===== src/rtl/alu_exec_stage.sv =====
// -----------------------------------------------------------------------------
// alu_exec_stage
//   Single-issue integer execute stage.  Operations are decoded and evaluated
//   on acceptance, and their results are queued in a 2-entry output FIFO.
//   Shift operations take one of two paths:
//     - default build          : single-cycle barrel shifter, latency 1
//     - ALU_EXEC_STAGE_SERIAL_SHIFT_EN defined : one bit per cycle through an
//       IDLE -> SHIFT -> IDLE FSM (shift by 0 still completes in one cycle)
//
// Parameters
//   XLEN : datapath width (32 or 64)
//   TAGW : sideband tag width
//
// Ports
//   CLK, RST_N                    clock (rising edge), async active-low reset
//   in_valid / in_ready           operation handshake
//   in_fn, in_op1, in_op2, in_tag operation code, operands, sideband tag
//   out_valid / out_ready         result handshake (FIFO head)
//   out_result, out_tag           head result and its tag
//   out_zero, out_illegal         head result == 0, head fn was unsupported
//   busy                          serial shift in progress
//
// Handshake: a transfer happens on a rising edge where valid && ready are both
// high.  A producer holding valid must keep its payload stable until ready;
// ready never depends combinationally on the same side's valid.
// -----------------------------------------------------------------------------
module alu_exec_stage #(
    parameter int XLEN = 32,
    parameter int TAGW = 4
) (
    input  logic            CLK,
    input  logic            RST_N,
    input  logic            in_valid,
    output logic            in_ready,
    input  logic [3:0]      in_fn,
    input  logic [XLEN-1:0] in_op1,
    input  logic [XLEN-1:0] in_op2,
    input  logic [TAGW-1:0] in_tag,
    output logic            out_valid,
    input  logic            out_ready,
    output logic [XLEN-1:0] out_result,
    output logic [TAGW-1:0] out_tag,
    output logic            out_zero,
    output logic            out_illegal,
    output logic            busy
);
    localparam int SHW = $clog2(XLEN);

    localparam logic [3:0] FN_ADD  = 4'd0;
    localparam logic [3:0] FN_SLL  = 4'd1;
    localparam logic [3:0] FN_SLT  = 4'd2;
    localparam logic [3:0] FN_SLTU = 4'd3;
    localparam logic [3:0] FN_XOR  = 4'd4;
    localparam logic [3:0] FN_SRL  = 4'd5;
    localparam logic [3:0] FN_OR   = 4'd6;
    localparam logic [3:0] FN_AND  = 4'd7;
    localparam logic [3:0] FN_SUB  = 4'd8;
    localparam logic [3:0] FN_SRA  = 4'd13;

    typedef enum logic {ST_IDLE = 1'b0, ST_SHIFT = 1'b1} state_t;
    state_t state_q, state_d;

    // FIFO storage and pointers
    logic [XLEN-1:0] res_mem  [2];
    logic [TAGW-1:0] tag_mem  [2];
    logic            zero_mem [2];
    logic            ill_mem  [2];
    logic [1:0]      count_q;
    logic            rd_ptr_q, wr_ptr_q;

    logic            accept, push, pop;
    logic [XLEN-1:0] push_res;
    logic [TAGW-1:0] push_tag;
    logic            push_ill;

    logic [SHW-1:0]  shamt;
    logic [XLEN-1:0] alu_res;
    logic            alu_ill;

    // Gated with RST_N so nothing is offered while reset is held.
    assign in_ready  = RST_N && (count_q < 2'd2) && (state_q == ST_IDLE);
    assign accept    = in_valid && in_ready;
    assign out_valid = (count_q != 2'd0);
    assign pop       = out_valid && out_ready;
    assign busy      = (state_q == ST_SHIFT);

    assign shamt = in_op2[SHW-1:0];

    always_comb begin
        alu_res = '0;
        alu_ill = 1'b0;
        case (in_fn)
            FN_ADD:  alu_res = in_op1 + in_op2;
            FN_SUB:  alu_res = in_op1 - in_op2;
            FN_SLL:  alu_res = in_op1 << shamt;
            FN_SRL:  alu_res = in_op1 >> shamt;
            FN_SRA:  alu_res = $unsigned($signed(in_op1) >>> shamt);
            FN_SLT:  alu_res = {{(XLEN-1){1'b0}}, ($signed(in_op1) < $signed(in_op2))};
            FN_SLTU: alu_res = {{(XLEN-1){1'b0}}, (in_op1 < in_op2)};
            FN_XOR:  alu_res = in_op1 ^ in_op2;
            FN_OR:   alu_res = in_op1 | in_op2;
            FN_AND:  alu_res = in_op1 & in_op2;
            default: alu_ill = 1'b1;
        endcase
    end

`ifdef ALU_EXEC_STAGE_SERIAL_SHIFT_EN
    localparam logic [SHW-1:0] SH_ONE = {{(SHW-1){1'b0}}, 1'b1};

    logic [XLEN-1:0] sh_val_q, sh_next;
    logic [SHW-1:0]  sh_cnt_q;
    logic [1:0]      sh_kind_q;   // 0 SLL, 1 SRL, 2 SRA
    logic [TAGW-1:0] sh_tag_q;
    logic            is_shift, start_shift, shift_done;

    assign is_shift    = (in_fn == FN_SLL) || (in_fn == FN_SRL) || (in_fn == FN_SRA);
    // Shift by zero has nothing to iterate and goes down the normal path.
    assign start_shift = accept && is_shift && (shamt != '0);
    // The last single-bit step is taken and pushed on the same edge.
    assign shift_done  = (state_q == ST_SHIFT) && (sh_cnt_q == SH_ONE);

    always_comb begin
        sh_next = sh_val_q;
        case (sh_kind_q)
            2'd0:    sh_next = {sh_val_q[XLEN-2:0], 1'b0};
            2'd1:    sh_next = {1'b0, sh_val_q[XLEN-1:1]};
            default: sh_next = {sh_val_q[XLEN-1], sh_val_q[XLEN-1:1]};
        endcase
    end

    always_comb begin
        state_d = state_q;
        case (state_q)
            ST_IDLE:  if (start_shift) state_d = ST_SHIFT;
            ST_SHIFT: if (shift_done)  state_d = ST_IDLE;
            default:  state_d = ST_IDLE;
        endcase
    end

    always_ff @(posedge CLK or negedge RST_N) begin
        if (!RST_N) begin
            sh_val_q  <= '0;
            sh_cnt_q  <= '0;
            sh_kind_q <= 2'd0;
            sh_tag_q  <= '0;
        end else if (start_shift) begin
            sh_val_q  <= in_op1;
            sh_cnt_q  <= shamt;
            sh_kind_q <= (in_fn == FN_SLL) ? 2'd0 : (in_fn == FN_SRL) ? 2'd1 : 2'd2;
            sh_tag_q  <= in_tag;
        end else if (state_q == ST_SHIFT) begin
            sh_val_q  <= sh_next;
            sh_cnt_q  <= sh_cnt_q - SH_ONE;
        end
    end

    // accept and shift_done are exclusive: in_ready is low during SHIFT.
    assign push     = (accept && !start_shift) || shift_done;
    assign push_res = shift_done ? sh_next  : alu_res;
    assign push_tag = shift_done ? sh_tag_q : in_tag;
    assign push_ill = shift_done ? 1'b0     : alu_ill;
`else
    always_comb begin
        state_d = ST_IDLE;
    end

    assign push     = accept;
    assign push_res = alu_res;
    assign push_tag = in_tag;
    assign push_ill = alu_ill;
`endif

    always_ff @(posedge CLK or negedge RST_N) begin
        if (!RST_N) state_q <= ST_IDLE;
        else        state_q <= state_d;
    end

    // Storage is cleared on reset so the head reads as all-zero while reset
    // is held.
    always_ff @(posedge CLK or negedge RST_N) begin
        if (!RST_N) begin
            count_q  <= 2'd0;
            rd_ptr_q <= 1'b0;
            wr_ptr_q <= 1'b0;
            for (int i = 0; i < 2; i++) begin
                res_mem[i]  <= '0;
                tag_mem[i]  <= '0;
                zero_mem[i] <= 1'b0;
                ill_mem[i]  <= 1'b0;
            end
        end else begin
            if (push) begin
                res_mem[wr_ptr_q]  <= push_res;
                tag_mem[wr_ptr_q]  <= push_tag;
                zero_mem[wr_ptr_q] <= (push_res == '0);
                ill_mem[wr_ptr_q]  <= push_ill;
                wr_ptr_q           <= ~wr_ptr_q;
            end
            if (pop) rd_ptr_q <= ~rd_ptr_q;
            count_q <= count_q + {1'b0, push} - {1'b0, pop};
        end
    end

    assign out_result  = res_mem[rd_ptr_q];
    assign out_tag     = tag_mem[rd_ptr_q];
    assign out_zero    = zero_mem[rd_ptr_q];
    assign out_illegal = ill_mem[rd_ptr_q];

endmodule


===== config.mk =====
export PLATFORM = sky130hd
export DESIGN_NAME = alu_exec_stage
export DESIGN_NICKNAME = d
export VERILOG_FILES = /design/src/rtl/alu_exec_stage.sv
export SDC_FILE = /design/constraint.sdc
export NUM_CORES = 1
export LEC_CHECK = 0
export ABC_AREA = 1
export ABC_CLOCK_PERIOD_IN_PS = 1600
export BUFFER_PORTS_ARGS = -buffer_cell sky130_fd_sc_hd__buf_2
export CAP_MARGIN = 0
export CORE_AREA = 4 4 241 243
export DETAILED_ROUTE_END_ITERATION = 10
export DIE_AREA = 0 0 245 247
export GPL_ROUTABILITY_DRIVEN = 0
export PLACE_DENSITY_LB_ADDON = 0.1
export SYNTH_ARGS = -nofsm -noshare
export SYNTH_HDL_FRONTEND = slang
export SYNTH_SLANG_ARGS = --single-unit

===== constraint.sdc =====
create_clock -name CLK -period 1.6 [get_ports CLK]
set_input_delay 0.32 -clock CLK [delete_from_list [all_inputs] [get_ports CLK]]
set_output_delay 0.32 -clock CLK [all_outputs]
set_load 0.1 [all_outputs]

* Yosys cells after proc, flatten, opt, wreduce, memory -nomap -nowiden
Index checks and enable logic that the tools add are counted.
Operators by class: bitwise logic cells 7, muxes and demuxes 24, eq/ne operators 9, shift operators 3, order comparisons 6, reductions and logical operators 8, add/subtract/negate cells 4
Operators with widths (number):
- $pmux W32 S10 | 1
- $mux W32 | 4
- $bwmux W64 | 1
- $lt A32 B32 Y1 | 2
- $add A32 B32 Y32 | 1
- $and A32 B32 Y32 | 1
- $demux W32 S1 | 1
- $logic_not A32 Y1 | 1
- $or A32 B32 Y32 | 1
- $shl A32 B5 Y32 | 1
- $shr A32 B5 Y32 | 1
- $sshr A32 B5 Y32 | 1
- $sub A32 B32 Y32 | 1
- $xor A32 B32 Y32 | 1
- $eq A4 B3 Y1 const B | 4
- $mux W4 | 4
- $reduce_or A10 Y1 | 1
- $bwmux W8 | 1
- $eq A4 B2 Y1 const B | 2
- $eq A4 B4 Y1 const B | 2
- $mux W1 | 8
- $bwmux W2 | 2
- $demux W4 S1 | 1
- $eq A4 B1 Y1 const B | 1
- other kinds (11) | 17
Word-level totals: input bits 76, register bits 80, output and inout bits 41, word-level logic and storage cells 72

* Depth between registers and ports, before layout
word-level depth 6, gate-level depth with buffers 25, mapped depth without buffers 22

* Worst setup path after synthesis
OpenSTA, ideal clock, no wires.
path type reg-to-output, start register rd_ptr_q, end output port out_tag[1], buffers on the path 2, stages on the path, launching flop included 4, required time 1.280 ns, data arrival time 2.864 ns, setup slack -1.584 ns, cells stage by stage dfrtp_1 clkbuf_1 clkbuf_1 o21ai_0
On the way: word-level cells in the longest chain between the ends 4
RTL lines:
- start, declared | RTL line 69 | logic rd_ptr_q, wr_ptr_q;
- start signal, assigned | RTL line 199 | if (pop) rd_ptr_q <= ~rd_ptr_q;
- $not A1 Y2 (not written as such) | RTL line 205 | assign out_tag = tag_mem[rd_ptr_q];
- $mux W4 (not written as such) (3 in a row) | RTL line 205
- end, declared | RTL line 42 | output logic [TAGW-1:0] out_tag,
No other way between the ends. The select of a mux whose other input is x is not followed.

* Worst setup path after layout
start input port in_op2[16], end register zero_mem[0] (netlist bit)
On the way: word-level cells in the longest chain between the ends 4, elaborated cells between the ends (all ways) 10, classes of those cells add/sub (2); order compare (2); mux (2); bitwise (3); reduce/logical (1)
RTL lines:
- start, declared | RTL line 37 | input logic [XLEN-1:0] in_op2,
- $sub A32 B32 Y32, or another cell as far along | RTL line 94 | FN_SUB: alu_res = in_op1 - in_op2;
- $pmux W32 S10 (*) | RTL line 92 | case (in_fn)
- $logic_not A32 Y1 (*) | RTL line 195 | zero_mem[wr_ptr_q] <= (push_res == '0);
- $bwmux W2 (*) | RTL line 195
- end signal, assigned by index | RTL line 195
- end, declared | RTL line 66 | logic zero_mem [2];
Every way passes the cells marked *; elsewhere a longest branch is shown, timed or not. A chain may end at the register's enable or synchronous reset.

==> impl_metrics.py <==
metrics = {
    "status": {
        "status": "finished, violations left",
        "violations": "setup timing",
    },
    "worst_setup_path": {
        "worstPathRequired_ns": 1.87,
        "arrival_ns": 2.62,
        "r2r_slack_ns": 0.08,
        "endpoint": "zero_mem[0]",
        "crit_path_start_kind": "input port",
        "crit_fanout": 4,
        "reg2reg_to": "count_q[1]",
        "rr_startpoint": "count_q[1]",
        "end_kind": "flip-flop",
        "r2r_cells": 7,
        "cp-startpoint": "in_op2[16]",
        "critPathKind": "input port to flip-flop",
    },
    "final_layout": {
        "most-common-layout-cells": "728 x nand2_1, 581 x buf_4, 329 x nand3_1",
        "insertedDiodeCount": 0,
        "drive_gt1_share_pct": 49.1,
        "final_util_pct": 46.2,
        "fill_cells": 5869,
        "layoutNonFillerInstCount": 4103,
        "final_common_cell": "nand2_1",
        "stdcell_area_mm2": 0.0259,
        "area_growth_pct": 86.4,
        "finalNetCount": 3519,
    },
    "floorplanning": {
        "core_mm2": 0.0560,
        "initial_core_util_pct": 24.8,
        "die_y_um": 247,
        "dieWidth_um": 245,
        "dieArea_mm2": 0.0605,
        "row_count": 87,
        "pin_count": 117,
    },
    "logic_synthesis": {
        "ys_warn_count": 0,
        "yosysSeqAreaShare_pct": 14.4,
        "synthAdderAreaFrac_pct": 9.22,
        "synth_xor_area_share_pct": 0.189,
        "synthMuxAreaShare_pct": 0,
        "netlist_instances": 2650,
        "synth_seq_cells": 80,
        "synth_top_family_by_area": "simple AND/OR/NAND/NOR gates",
        "yosysUniqueCellTypes": 44,
        "synth-compound-area-share_pct": 10.1,
        "yosys.area_share.simple_pct": 52.0,
        "netlist_area_mm2": 0.0139,
        "synth_nets": 2827,
        "synth_area_per_cell_um2": 5.24,
    },
    "timing": {
        "tns_ns": -36.28,
        "maxSlewViolCount": 0,
        "timing.fmax_mhz": 426,
        "worstMarginPinSlew_ns": 1.06,
        "hold_viol_final": 0,
        "clock_skew_ns": 0.00698,
        "finalSetupViolations": 104,
        "finalCritPeriodShare_pct": 147,
        "setup_ws_ns": -0.748,
        "rsz0062_at_grt": "yes",
        "layout_min_cycle_time_ns": 2.35,
        "relSlewSlack_pct": 29.5,
    },
    "route": {
        "drt_pass1_iterations": 8,
        "drt_iter0_markers": 1915,
        "drtAntennaViolNets": 0,
        "viasPerCell": 4.94,
        "dr_total_vias": 20300,
        "drc_errors": 0,
        "wl_per_cell_um": 19.7,
        "totalWireLength_mm": 80.9,
    },
    "cts": {
        "numClockSinks": 80,
        "htreeDepth": 3,
        "worstSkewPairLatency_ns": 0.34,
        "ctsRootBufferMaster": "clkbuf_16",
        "tritoncts": "yes",
        "cts_max_path_buffers": 2,
        "cts_made_buffers": 9,
        "cts.clk_slew.worst_paths_ns": 0.06,
    },
    "global_routing": {
        "grt_pass1_wl_mm": 120,
        "antenna_found_initial": 0,
        "grt_max_degree": 81,
        "grt_overflow": 0,
        "grt_pass1_vias": 19800,
        "grtUsageTotal_pct": 25.7,
    },
    "flow_run": {
        "drv_cap": 0,
    },
    "pwr": {
        "peakVddDrop_mv": 1.31,
        "p_leak_nw": 13.2,
        "power_density_mw_per_mm2": 905,
    },
    "worst_hold_path": {
        "hold_path.class": "input port to flip-flop",
        "hold_start": "in_tag[3]",
    },
    "place": {
        "place_ws_ns": -1.52,
        "dp.cells": 3990,
        "io_buffers": 115,
        "dp_hpwl_mm": 64.9,
        "place_area_mm2": 0.0208,
    },
}
==> layout make-up <==
class | instances | area (µm²) | area share, %
inverter | 359 | 1470 | 5.67
clock inverter | 4 | 53.8 | 0.208
clock buffer | 12 | 236 | 0.914
timing repair buffer | 800 | 7460 | 28.9
multi-input combinational | 2092 | 13700 | 52.9
tap | 756 | 946 | 3.66
sequential | 80 | 2000 | 7.75
==> cells in the mapped netlist (all sizes together) <==
cell     number  area share [%]
a21o          1           0.054
a21oi        86             3.2
a31oi         2           0.090
and2          4            0.18
and3          2           0.090
buf          82             3.2
clkbuf       37             1.0
clkinv        1           0.027
conb          1           0.027
dfrtp        80              14
fa            2            0.29
ha           99             8.9
inv         358             9.7
nand2      1048              28
nand3       424              15
nand3b        4            0.22
nand4        24             1.1
nor2        199             5.7
nor3         22            0.83
o2111ai       4            0.25
o211ai       14            0.76
o21a          1           0.054
o21ai       125             4.5
o21bai        5            0.27
o221ai        3            0.19
o22ai        15            0.68
o31ai         1           0.054
or2           3            0.14
xnor2         2            0.13
xor2          1           0.063
==> worst min-delay path by stage <==
stage | end | cells after the start
2_1_floorplan | count_q[0] | 0
3_3_place_gp | tag_mem[0] | 2
3_5_place_dp | tag_mem[0] | 2
4_1_cts | tag_mem[1] | 3
5_1_grt | tag_mem[2] | 3
6_report | tag_mem[3] | 3
==> repair_timing <==
action	CTS	global route
hold buffers	0	0
cloned	6	1
gates resized for setup	814	316
endpoints found under the setup margin	104	105
pin swaps	197	159
buffers inserted	68	42
==> kinds of logic after synthesis <==
family,count (synthesis)
compound gates,257
fa+ha+maj,101
xor+xnor,3
flops,80
other cells,1
buf+inv,478
simple gates,1730
==> power breakdown <==
part / leakage [nW] / total [mW] / switching (mW) / internal (mW)
combinational: 12.0 / 17.9 / 10.9 / 7.00
clock: 0.133 / 2.07 / 0.852 / 1.22
sequential: 1.05 / 3.42 / 0.502 / 2.92
==> stage by stage <==
step	power (mW)	hold slack, ns
finish	23.4	0.196
global route	24.6	0.193
CTS	22.8	0.180
detailed placement	18.8	0.465
global placement	18.8	0.463
floorplan	12.6	0.0244
==> sequential cells by signal (all words and copies together), names as in the netlist <==
name,cells
res_mem,64
tag_mem,8
count_q,2
ill_mem,2
zero_mem,2
rd_ptr_q,1
wr_ptr_q,1
==> routing by layer <==
metal | vias to the layer above | global-route usage [%] | wire (µm)
li1 | 9804 | - | -
met1 | 9574 | 36.3 | 36200
met2 | 789 | 40.5 | 35200
met3 | 113 | 3.27 | 6170
met4 | 0 | 8.56 | 3290
met5 | - | 0 | 0
==> critical path, cell delays in order <==
cell     delay, ns
buf_4         0.13
inv_2         0.06
ha_4          0.29
buf_12        0.12
nor2_4        0.03
buf_4         0.13
buf_4         0.12
nand2_1       0.07
nand2_2       0.09
nand2_2       0.07
nand2_2       0.07
a21oi_4       0.18
nand3_2       0.09
nand2_2       0.08
nor2_4        0.04
nor2_4        0.15
nand2_1       0.08
nor2_1        0.10
nand2_1       0.10
nor2_2        0.13
nand3_1       0.07
nand2_1       0.07
Power figures use the tool's default switching activity.
